[src/rtl/dt_engine_param.sv]
// Two-pass distance transform (chessboard or city-block) from the sti ROM into the res RAM, in place.
// Define DT_CYCLE_CNT_EN to add the saturating 32-bit busy-cycle counter port cycle_cnt.
module dt_engine_param #(
   parameter int IMG_W  = 128,
   parameter int IMG_H  = 128,
   parameter int STI_W  = 16,
   parameter int PIX_W  = 8,
   parameter int STI_AW = 10,
   parameter int RES_AW = 14
) (
   input  logic              clk,
   input  logic              reset,
   input  logic              start,
   input  logic              metric,
   output logic              busy,
   output logic              done,
   output logic              sti_rd,
   output logic [STI_AW-1:0] sti_addr,
   input  logic [STI_W-1:0]  sti_di,
   output logic              res_wr,
   output logic              res_rd,
   output logic [RES_AW-1:0] res_addr,
   output logic [PIX_W-1:0]  res_do,
   input  logic [PIX_W-1:0]  res_di
`ifdef DT_CYCLE_CNT_EN
   ,
   output logic [31:0]       cycle_cnt
`endif
);

   localparam int CW = $clog2(IMG_W);
   localparam int RW = RES_AW - CW;
   localparam int SW = $clog2(STI_W);

   localparam logic [2:0] S_IDLE    = 3'd0;
   localparam logic [2:0] S_COPY_RD = 3'd1;
   localparam logic [2:0] S_COPY_WR = 3'd2;
   localparam logic [2:0] S_FWD_RD  = 3'd3;
   localparam logic [2:0] S_FWD_WB  = 3'd4;
   localparam logic [2:0] S_BWD_RD  = 3'd5;
   localparam logic [2:0] S_BWD_WB  = 3'd6;
   localparam logic [2:0] S_DONE    = 3'd7;

   localparam logic [1:0] PH_REQ  = 2'd0;
   localparam logic [1:0] PH_WAIT = 2'd1;
   localparam logic [1:0] PH_DATA = 2'd2;

   localparam logic [RES_AW-1:0] P_ZERO   = {RES_AW{1'b0}};
   localparam logic [RES_AW-1:0] P_ONE    = {{(RES_AW-1){1'b0}}, 1'b1};
   localparam logic [RES_AW-1:0] P_LAST   = {RES_AW{1'b1}};
   localparam logic [RES_AW-1:0] W_A      = RES_AW'(IMG_W);
   localparam logic [CW-1:0]     COL_LAST = CW'(IMG_W - 1);
   localparam logic [RW-1:0]     ROW_LAST = RW'(IMG_H - 1);
   localparam logic [PIX_W-1:0]  PIX_ZERO = {PIX_W{1'b0}};
   localparam logic [PIX_W-1:0]  PIX_MAX  = {PIX_W{1'b1}};

   function automatic logic [PIX_W-1:0] sat_inc(input logic [PIX_W-1:0] v);
      logic [PIX_W:0] s;
      s = {1'b0, v} + {{PIX_W{1'b0}}, 1'b1};
      if (s[PIX_W]) begin
         sat_inc = PIX_MAX;
      end else begin
         sat_inc = s[PIX_W-1:0];
      end
   endfunction

   function automatic logic [PIX_W-1:0] umin(input logic [PIX_W-1:0] a, input logic [PIX_W-1:0] b);
      umin = (a < b) ? a : b;
   endfunction

   logic [2:0]        state_q, state_d;
   logic [1:0]        ph_q, ph_d;
   logic [RES_AW-1:0] p_q, p_d;
   logic [2:0]        idx_q, idx_d;
   logic              metric_q, metric_d;
   logic [STI_W-1:0]  word_q, word_d;
   logic [PIX_W-1:0]  cen_q, cen_d;
   logic [PIX_W-1:0]  min_q, min_d;
   logic              busy_q, busy_d;
   logic              done_q, done_d;
   logic              sti_rd_q, sti_rd_d;
   logic [STI_AW-1:0] sti_addr_q, sti_addr_d;
   logic              res_wr_q, res_wr_d;
   logic              res_rd_q, res_rd_d;
   logic [RES_AW-1:0] res_addr_q, res_addr_d;
   logic [PIX_W-1:0]  res_do_q, res_do_d;

   logic [CW-1:0]     col_s;
   logic [RW-1:0]     row_s;
   logic              top_s, bot_s, left_s, right_s;
   logic              fwd_s;
   logic              nb_use_s, nb_out_s;
   logic [RES_AW-1:0] nb_addr_s;
   logic [RES_AW-1:0] adv_p_s;
   logic [2:0]        adv_state_s;
   logic [2:0]        wb_state_s;
   logic [SW-1:0]     bit_s;

   assign col_s   = p_q[CW-1:0];
   assign row_s   = p_q[RES_AW-1:CW];
   assign top_s   = (row_s == {RW{1'b0}});
   assign bot_s   = (row_s == ROW_LAST);
   assign left_s  = (col_s == {CW{1'b0}});
   assign right_s = (col_s == COL_LAST);
   assign fwd_s   = (state_q == S_FWD_RD) || (state_q == S_FWD_WB);
   assign wb_state_s = fwd_s ? S_FWD_WB : S_BWD_WB;
   // Bit STI_W-1 of a ROM word holds the lowest-address pixel.
   assign bit_s   = ~p_q[SW-1:0];

   // Neighbour slot table: slot use under the latched metric, out-of-image flag and RAM address.
   always_comb begin
      nb_use_s  = 1'b0;
      nb_out_s  = 1'b0;
      nb_addr_s = p_q;
      if (fwd_s) begin
         case (idx_q)
            3'd1: begin nb_use_s = ~metric_q; nb_out_s = top_s | left_s;  nb_addr_s = p_q - W_A - P_ONE; end
            3'd2: begin nb_use_s = 1'b1;      nb_out_s = top_s;           nb_addr_s = p_q - W_A;         end
            3'd3: begin nb_use_s = ~metric_q; nb_out_s = top_s | right_s; nb_addr_s = p_q - W_A + P_ONE; end
            3'd4: begin nb_use_s = 1'b1;      nb_out_s = left_s;          nb_addr_s = p_q - P_ONE;       end
            default: begin nb_use_s = 1'b0; nb_out_s = 1'b0; nb_addr_s = p_q; end
         endcase
      end else begin
         case (idx_q)
            3'd1: begin nb_use_s = 1'b1;      nb_out_s = right_s;         nb_addr_s = p_q + P_ONE;       end
            3'd2: begin nb_use_s = ~metric_q; nb_out_s = bot_s | left_s;  nb_addr_s = p_q + W_A - P_ONE; end
            3'd3: begin nb_use_s = 1'b1;      nb_out_s = bot_s;           nb_addr_s = p_q + W_A;         end
            3'd4: begin nb_use_s = ~metric_q; nb_out_s = bot_s | right_s; nb_addr_s = p_q + W_A + P_ONE; end
            default: begin nb_use_s = 1'b0; nb_out_s = 1'b0; nb_addr_s = p_q; end
         endcase
      end
   end

   // Next pixel in the current raster direction, or the phase following the last pixel.
   always_comb begin
      adv_p_s     = p_q;
      adv_state_s = state_q;
      if (fwd_s) begin
         if (p_q == P_LAST) begin
            adv_state_s = S_BWD_RD;
         end else begin
            adv_p_s     = p_q + P_ONE;
            adv_state_s = S_FWD_RD;
         end
      end else begin
         if (p_q == P_ZERO) begin
            adv_state_s = S_DONE;
         end else begin
            adv_p_s     = p_q - P_ONE;
            adv_state_s = S_BWD_RD;
         end
      end
   end

   // Main sequencer: each memory read spends request, strobe and data cycles; strobes default low.
   always_comb begin
      state_d    = state_q;
      ph_d       = ph_q;
      p_d        = p_q;
      idx_d      = idx_q;
      metric_d   = metric_q;
      word_d     = word_q;
      cen_d      = cen_q;
      min_d      = min_q;
      sti_rd_d   = 1'b0;
      sti_addr_d = sti_addr_q;
      res_wr_d   = 1'b0;
      res_rd_d   = 1'b0;
      res_addr_d = res_addr_q;
      res_do_d   = res_do_q;
      case (state_q)
         S_IDLE: begin
            ph_d  = PH_REQ;
            idx_d = 3'd0;
            if (start) begin
               metric_d = metric;
               p_d      = P_ZERO;
               state_d  = S_COPY_RD;
            end else begin
               state_d  = S_IDLE;
            end
         end
         S_COPY_RD: begin
            case (ph_q)
               PH_REQ: begin
                  sti_rd_d   = 1'b1;
                  sti_addr_d = p_q[RES_AW-1:SW];
                  ph_d       = PH_WAIT;
               end
               PH_WAIT: ph_d = PH_DATA;
               PH_DATA: begin
                  word_d  = sti_di;
                  ph_d    = PH_REQ;
                  state_d = S_COPY_WR;
               end
               default: ph_d = PH_REQ;
            endcase
         end
         S_COPY_WR: begin
            res_wr_d   = 1'b1;
            res_addr_d = p_q;
            res_do_d   = {{(PIX_W-1){1'b0}}, word_q[bit_s]};
            if (p_q == P_LAST) begin
               p_d     = P_ZERO;
               idx_d   = 3'd0;
               ph_d    = PH_REQ;
               state_d = S_FWD_RD;
            end else begin
               p_d = p_q + P_ONE;
               if (&p_q[SW-1:0]) begin
                  state_d = S_COPY_RD;
               end else begin
                  state_d = S_COPY_WR;
               end
            end
         end
         S_FWD_RD, S_BWD_RD: begin
            case (ph_q)
               PH_REQ: begin
                  if (idx_q == 3'd0) begin
                     res_rd_d   = 1'b1;
                     res_addr_d = p_q;
                     min_d      = PIX_MAX;
                     ph_d       = PH_WAIT;
                  end else if (nb_use_s && !nb_out_s) begin
                     res_rd_d   = 1'b1;
                     res_addr_d = nb_addr_s;
                     ph_d       = PH_WAIT;
                  end else begin
                     // Unused slots cost nothing; out-of-image neighbours count as background.
                     if (nb_use_s) begin
                        min_d = PIX_ZERO;
                     end else begin
                        min_d = min_q;
                     end
                     if (idx_q == 3'd4) begin
                        idx_d   = 3'd0;
                        state_d = wb_state_s;
                     end else begin
                        idx_d = idx_q + 3'd1;
                     end
                  end
               end
               PH_WAIT: ph_d = PH_DATA;
               PH_DATA: begin
                  ph_d = PH_REQ;
                  if (idx_q == 3'd0) begin
                     if (res_di == PIX_ZERO) begin
                        p_d     = adv_p_s;
                        state_d = adv_state_s;
                     end else begin
                        cen_d = res_di;
                        idx_d = 3'd1;
                     end
                  end else begin
                     min_d = umin(min_q, res_di);
                     if (idx_q == 3'd4) begin
                        idx_d   = 3'd0;
                        state_d = wb_state_s;
                     end else begin
                        idx_d = idx_q + 3'd1;
                     end
                  end
               end
               default: ph_d = PH_REQ;
            endcase
         end
         S_FWD_WB, S_BWD_WB: begin
            res_wr_d   = 1'b1;
            res_addr_d = p_q;
            if (fwd_s) begin
               res_do_d = sat_inc(min_q);
            end else begin
               res_do_d = umin(cen_q, sat_inc(min_q));
            end
            p_d     = adv_p_s;
            state_d = adv_state_s;
            idx_d   = 3'd0;
            ph_d    = PH_REQ;
         end
         S_DONE: begin
            state_d = S_IDLE;
            ph_d    = PH_REQ;
         end
         default: begin
            state_d = S_IDLE;
            ph_d    = PH_REQ;
         end
      endcase
      busy_d = (state_d != S_IDLE) && (state_d != S_DONE);
      done_d = (state_d == S_DONE);
   end

   // State, datapath and output registers; reset aborts any run in progress.
   always_ff @(posedge clk or negedge reset) begin
      if (!reset) begin
         state_q    <= S_IDLE;
         ph_q       <= PH_REQ;
         p_q        <= P_ZERO;
         idx_q      <= 3'd0;
         metric_q   <= 1'b0;
         word_q     <= {STI_W{1'b0}};
         cen_q      <= PIX_ZERO;
         min_q      <= PIX_ZERO;
         busy_q     <= 1'b0;
         done_q     <= 1'b0;
         sti_rd_q   <= 1'b0;
         sti_addr_q <= {STI_AW{1'b0}};
         res_wr_q   <= 1'b0;
         res_rd_q   <= 1'b0;
         res_addr_q <= P_ZERO;
         res_do_q   <= PIX_ZERO;
      end else begin
         state_q    <= state_d;
         ph_q       <= ph_d;
         p_q        <= p_d;
         idx_q      <= idx_d;
         metric_q   <= metric_d;
         word_q     <= word_d;
         cen_q      <= cen_d;
         min_q      <= min_d;
         busy_q     <= busy_d;
         done_q     <= done_d;
         sti_rd_q   <= sti_rd_d;
         sti_addr_q <= sti_addr_d;
         res_wr_q   <= res_wr_d;
         res_rd_q   <= res_rd_d;
         res_addr_q <= res_addr_d;
         res_do_q   <= res_do_d;
      end
   end

   assign busy     = busy_q;
   assign done     = done_q;
   assign sti_rd   = sti_rd_q;
   assign sti_addr = sti_addr_q;
   assign res_wr   = res_wr_q;
   assign res_rd   = res_rd_q;
   assign res_addr = res_addr_q;
   assign res_do   = res_do_q;

`ifdef DT_CYCLE_CNT_EN
   logic [31:0] cnt_q, cnt_d;

   // Busy-cycle counter: cleared on start acceptance, saturating, frozen while not busy.
   always_comb begin
      if ((state_q == S_IDLE) && start) begin
         cnt_d = 32'd0;
      end else if (busy_q && (cnt_q != 32'hFFFF_FFFF)) begin
         cnt_d = cnt_q + 32'd1;
      end else begin
         cnt_d = cnt_q;
      end
   end

   // Counter register.
   always_ff @(posedge clk or negedge reset) begin
      if (!reset) begin
         cnt_q <= 32'd0;
      end else begin
         cnt_q <= cnt_d;
      end
   end

   assign cycle_cnt = cnt_q;
`endif

endmodule

[config.mk]
export PLATFORM = sky130hd
export DESIGN_NAME = dt_engine_param
export DESIGN_NICKNAME = d
export VERILOG_FILES = /design/src/rtl/dt_engine_param.sv
export SDC_FILE = /design/constraint.sdc
export NUM_CORES = 1
export LEC_CHECK = 0
export CAP_MARGIN = 20
export CORE_MARGIN = 2
export CORE_UTILIZATION = 54
export CTS_CLUSTER_DIAMETER = 50
export DETAILED_ROUTE_END_ITERATION = 12
export GPL_TIMING_DRIVEN = 1
export HOLD_SLACK_MARGIN = 0.06
export PLACE_DENSITY = 0.79
export SYNTH_ARGS = -nofsm -noshare
export SYNTH_HDL_FRONTEND = slang
export SYNTH_SLANG_ARGS = --single-unit
[constraint.sdc]
create_clock -name clk -period 3.7 [get_ports clk]
set_input_delay 0.37 -clock clk [delete_from_list [all_inputs] [get_ports clk]]
set_output_delay 0.37 -clock clk [all_outputs]
set_load 0.02 [all_outputs]
# After elaboration in Yosys (flattened, before gate mapping)
# Index checks and enable logic that the tools add are counted.
dict set report classes {
  n_addsub 10
  order_cmp 3
  eq_ne 34
  n_mux 72
  n_bitwise 7
  n_reduce_logical 34
}
# op count
set op_table {}
lappend op_table {{$mux W14} 12}
lappend op_table {{$pmux W14 S4} 3}
lappend op_table {{$mux W8} 10}
lappend op_table {{$add A14 B1 Y14 const B} 3}
lappend op_table {{$mux W3} 14}
lappend op_table {{$sub A14 B1 Y14 const B} 3}
lappend op_table {{$pmux W8 S2} 2}
lappend op_table {{$pmux W14 S2} 1}
lappend op_table {{$eq A3 B3 Y1 const B} 6}
lappend op_table {{$ne A3 B3 Y1 const B} 6}
lappend op_table {{$pmux W3 S6} 1}
lappend op_table {{$lt A8 B8 Y1} 2}
lappend op_table {{$add A14 B8 Y14 const B} 1}
lappend op_table {{$eq A14 B14 Y1 const B} 1}
lappend op_table {{$eq A7 B7 Y1 const B} 2}
lappend op_table {{$logic_not A14 Y1} 1}
lappend op_table {{$logic_not A7 Y1} 2}
lappend op_table {{$mux W2} 7}
lappend op_table {{$ne A2 B2 Y1 const B} 7}
lappend op_table {{$sub A14 B8 Y14 const B} 1}
lappend op_table {{$eq A3 B2 Y1 const B} 4}
lappend op_table {{$pmux W3 S2} 2}
lappend op_table {{$reduce_and A6 Y1} 2}
lappend op_table {{$mux W1} 11}
lappend op_table {{other kinds (34)} 56}
dict set report word_totals {
  regBits 92
  in_bits 28
  out_inout_bits 37
}

# Depth between registers and ports, before layout
dict set report depth {
  depth_word 12
  ltp_mapped 15
  ltp_nobuf 13
}

# Worst setup path after synthesis
# OpenSTA, ideal clock, no wires.
dict set report synth_timing {
  path_type {register to register}
  startpoint {register idx_q[2]}
  endpoint {register res_addr_q[11] (netlist: res_addr[11])}
  setup_time_ps 110
  t_arrival_ps 3396
  required_ps 3590
  setup_slack_ps 193
  path_stages_with_launch 14
  path_buffers 1
  cell_sequence {dfrtp_1 > inv_1 > ha_1 > clkbuf_1 > inv_1 > ha_1 > a211oi_1 > nor3_1 > o41a_1 > nor3_1 > nor2_1 > xor2_1 > a21oi_1 > o41ai_1}
}
dict set report synth_via {
  elab_chain_cells 7
  elab_cells_between_ends 24
}
# element line
set synth_rtl {}
lappend synth_rtl {{start: declaration} 74} ;# logic [2:0] idx_q, idx_d;
lappend synth_rtl {{start signal: assignment} 317} ;# idx_q <= idx_d;
lappend synth_rtl {{$eq A3 B3 Y1, or another cell as far along} {116, 124}}
lappend synth_rtl {{$pmux W14 S4, or another cell as far along} 124} ;# case (idx_q)
lappend synth_rtl {{$mux W14, or another cell as far along} 115} ;# if (fwd_s) begin
lappend synth_rtl {{$mux W14, or another cell as far along} 225} ;# end else if (nb_use_s && !nb_out_s) begin
lappend synth_rtl {{$mux W14 / $logic_and A1 B1 Y1 (equally long branches)} {220, 225}}
lappend synth_rtl {{$mux W14 / $ne A3 B3 Y1 (equally long branches)} n/a}
lappend synth_rtl {{$pmux W14 S2 / $reduce_and A3 Y1 (equally long branches)} n/a}
lappend synth_rtl {{end signal: assignment} 328} ;# res_addr_q <= res_addr_d;
lappend synth_rtl {{end: declaration} 85} ;# logic [RES_AW-1:0] res_addr_q, res_addr_d;
# Several ways; a longest one is shown, not always the timed one. The select of a mux whose other input is x is not followed.
# A chain may end at the register's enable or synchronous reset.

# Worst setup path in the final report
dict set report layout_timing {
  startpoint {register idx_q[0]}
  endpoint {register res_addr_q[11] (netlist: res_addr[11])}
}
# Same word-level chain as after synthesis.

==> impl_summary.txt <==
----------------------------------------------------
[Outcome]
  Run status ... complete, no violations

[Timing]
  Final-layout setup total negative slack ... 0 ns
  Setup Skew ... 0.0176 ns
  Worst slew slack as a fraction of its limit ... 38.9%
  Achievable frequency ... 287 MHz
  Final number of hold-violating endpoints ... 0
  Min Clock Period, post-route ... 3.49 ns
  Measured slew at the worst slew-check pin ... around 0.92 ns
  Max-slew violation count ... 0
  Setup repair after global routing missed its margin ... false
  PnR worst setup slack ... 0.213 ns
  # setup viols final ... 0
  Share of the clock period used by the worst path after layout ... 94.2%

[Logic synthesis]
  Cells taking the most area after synthesis ... sky130_fd_sc_hd__dfrtp_1 29%, sky130_fd_sc_hd__ha_1 8.7%, sky130_fd_sc_hd__mux2_2 5.5%
  Proportion of synthesized chip area in sequential cells ... ~29%
  Commonest register cell after synthesis ... sky130_fd_sc_hd__dfrtp_1
  Proportion of netlist area held by the largest area contributor ... 28.7%
  Post-Synthesis Net Count ... 1027
  Post-synthesis register bit count ... between 90 and 100
  Distinct cell type count after synthesis ... between 80 and 90
  Fraction of registers with async set/reset ... 100%
  Post-Syn Area per Cell ... 8.53 um2
  Post-synthesis instance area ... approximately 0.008 mm2
  Post-synthesis instance total ... 941
  Total of warnings raised by yosys ... 0
  Post-synthesis cell type with the largest combined area ... sky130_fd_sc_hd__dfrtp_1
  Number of synthesized flops with an enable pin ... 0

[Routing]
  Routed length per instance ... 20.1 um
  Post-detailed-route DRC marker count ... 0
  Number of iterations in the first detailed-routing pass ... 6
  Drt first-iter violations ... ~1000
  Vias after detailed routing ... about 7800
  Count of antenna-violating nets left after detailed routing ... 0
  Total Wirelength ... 23700 um
  Detailed-route vias per instance ... around 6.6

[Setup path]
  Critical Path Slowest Stage Cell ... sky130_fd_sc_hd__dfrtp_1
  Combined buffer and inverter count along the critical path ... 2
  Worst setup SP type ... flip-flop
  Element type at the critical path end ... flip-flop
  Critical Setup Path Class ... reg -> reg
  Worst path top cell family by delay ... compound AO/OA/AOI/OAI gates
  WP data required ... about 4.0 ns
  Startpoint of the worst-slack reg-to-reg timing path ... idx_q[0]$_DFFE_PN0P_
  Critical path origin ... idx_q[0]$_DFFE_PN0P_
  Most prevalent standard cell on the critical path ... sky130_fd_sc_hd__ha_1
  Arrival time reported for the critical path endpoint ... 3.73 ns
  Max stage delay on crit path ... 0.45 ns
  Cell Chain, Critical Path ... inv_1 -> ha_1 -> nand2_1 -> buf_4 -> ha_1 -> o21a_1 -> o21ai_0 -> nor3_2 -> a21oi_1 -> xnor2_1 -> a221oi_1 -> and3_1 -> o41ai_1
  Top fanout value on the critical path ... 22

[Floorplan]
  Placeable core area ... roughly 0.015 mm2
  Number of core rows ... 44
  Count of boundary I/O pins ... 65
  Chip height ... 126 um
  Full die area ... 0.0159 mm2
  Effective utilization at floorplan ... between 50% and 60%
  Die boundary width ... 126 um

[Placed design]
  Post-placement setup slack ... 0.258 ns
  Placer Congestion ... approximately 1
  Placed instance area ... just under 0.009 mm2
  Hpwl dp ... 17200 um
  Port Buffer Count ... 64
  Number of placed cells counting well taps ... 1166

[Layout]
  Fraction of layout cells with a size suffix above 1 ... 13.0%
  Relative area change from synthesis to final layout ... 15.5%
  Layout net count ... approximately 1100
  Total non-filler cell area in the finished layout ... 0.00927 mm2
  Diodes inserted ... 0
  Most frequent standard cell in the layout excluding fill and tap cells ... sky130_fd_sc_hd__dfrtp_1
  Filler instances ... 1239
  Commonest cells after routing, fill and taps aside ... 92 x sky130_fd_sc_hd__dfrtp_1, 88 x sky130_fd_sc_hd__nand2_1, 71 x sky130_fd_sc_hd__nor2_1
  Layout Cells excl Fill ... 1182

[CTS]
  Clock Sink Count ... 92
  CTS buffer count ... 9
  Insertion delay to the later sink of the worst-skew pair ... 0.37 ns
  Number of hold buffers added after cts ... 0
  CTS clock-pin slew for the worst setup and hold paths ... roughly 0.08 ns
  Setup bufs post-CTS ... 0
  Deepest level of the CTS H-tree ... 3
  TritonCTS clock tree ... done
  Clock Root Buffer ... sky130_fd_sc_hd__clkbuf_16
  Clock buffer depth ... 2

[Global routing]
  First-pass GRT wire length ... 38100 um
  Antenna violations before repair ... 0
  Largest net degree at the start of global routing ... 70
  Overall routing resource usage ... 29.9%
  Vias in the first global route ... 7285
  Overflow after GRT ... 0

[Pwr]
  Static leakage ... 3.96 nW
  Power density of the placed cells ... 855 mW/mm2
  Worst IR Drop VDD ... 0.586 mV

[Run]
  Max-capacitance violation count ... 0

[Min path]
  Worst hold path type ... in -> async

----------------------------------------------------
## path summary, 6_finish.rpt
check | end | slack [ns] | cells after the start
worst max-delay path | res_addr[11]$_DFFE_PN0P_ | 0.21 | 13
worst min-delay path | res_addr[13]$_DFFE_PN0P_ | 0.11 | 1
worst max register to register | res_addr[11]$_DFFE_PN0P_ | 0.21 | 13
worst min register to register | sti_addr[9]$_DFFE_PN0P_ | 0.48 | 2
max in group asynchronous | word_q[10]$_DFFE_PN0P_ | 2.68 | 2
min in group clk | sti_addr[9]$_DFFE_PN0P_ | 0.48 | 2
## cell usage after synthesis (all sizes together) (7+ instances only)
library cell,count
dfrtp,92
nand2,89
nor2,72
o21ai,65
a21oi,62
ha,56
mux2,39
inv,37
clkbuf,36
nor3,27
xnor2,27
buf,25
a21o,22
nand3,21
xor2,18
o221ai,16
a31oi,15
and3,15
a211oi,12
o22ai,12
a221oi,11
nor2b,11
or2,11
o211ai,10
o21a,10
mux2i,8
o31ai,8
a22oi,7
nand2b,7
## routing by layer
| layer | wire length [um] | up-vias | share of wire, % | GRT usage [%] |
|---|---|---|---|---|
| li1 | - | 3621 | - | - |
| met1 | 10000 | 3651 | 42 | 41.8 |
| met2 | 10400 | 435 | 44 | 44.3 |
| met3 | 2240 | 85 | 9.4 | 7.22 |
| met4 | 996 | 0 | 4.2 | 13.2 |
| met5 | 0 | - | 0 | 0 |
## what timing repair did
action | in CTS | in global routing
hold endpoints to repair | 0 | 0
endpoints found under the setup margin | 0 | 3
resized for setup | 0 | 3
## cells by family (layout without fill, tap and decap cells)
family	Yosys count	in the layout	synth area share [%]
AOI/OAI and AO/OA	302	302	26.1
and+or+nand+nor	294	294	18.1
buffers and inverters	98	155	5.04
DFF	92	92	28.7
adders and majority gates	58	58	9.23
muxes	52	52	7.87
xor gates and xnor gates	45	45	4.91
## flip-flops by register name, summed over array words and instances (netlist names)
| register | cells |
|---|---|
| word_q | 16 |
| p_q | 14 |
| res_addr | 14 |
| sti_addr | 10 |
| cen_q | 8 |
| min_q | 8 |
| res_do | 8 |
| idx_q | 3 |
| state_q | 3 |
| ph_q | 2 |
| busy | 1 |
| done | 1 |
| metric_q | 1 |
| res_rd | 1 |
| res_wr | 1 |
| sti_rd | 1 |
## metrics by stage
stage                     hold slack (ns)  total power, mW  util, %
after floorplan                    0.0744             5.30        -
after detailed placement            0.463             6.71     61.4
final                               0.113             7.92     63.8
after global routing                0.195             8.47     63.8
after global placement              0.463             6.64     61.4
after CTS                           0.172             7.82     63.7
## power by group
group	internal, mW	switching [mW]
registers	1.39	0.377
logic	2.14	2.96
clock network	0.618	0.433
## area by class of cell
cell class | instances | area (um2) | area share [%]
sequential | 92 | 2300 | 24.8
timing repair buffer | 102 | 923 | 9.96
clock inverter | 6 | 93.8 | 1.01
clock buffer | 10 | 239 | 2.58
inverter | 37 | 139 | 1.50
tap | 184 | 230 | 2.48
multi-input combinational | 751 | 5340 | 57.6
No activity file was read; power rests on OpenSTA's default activity.
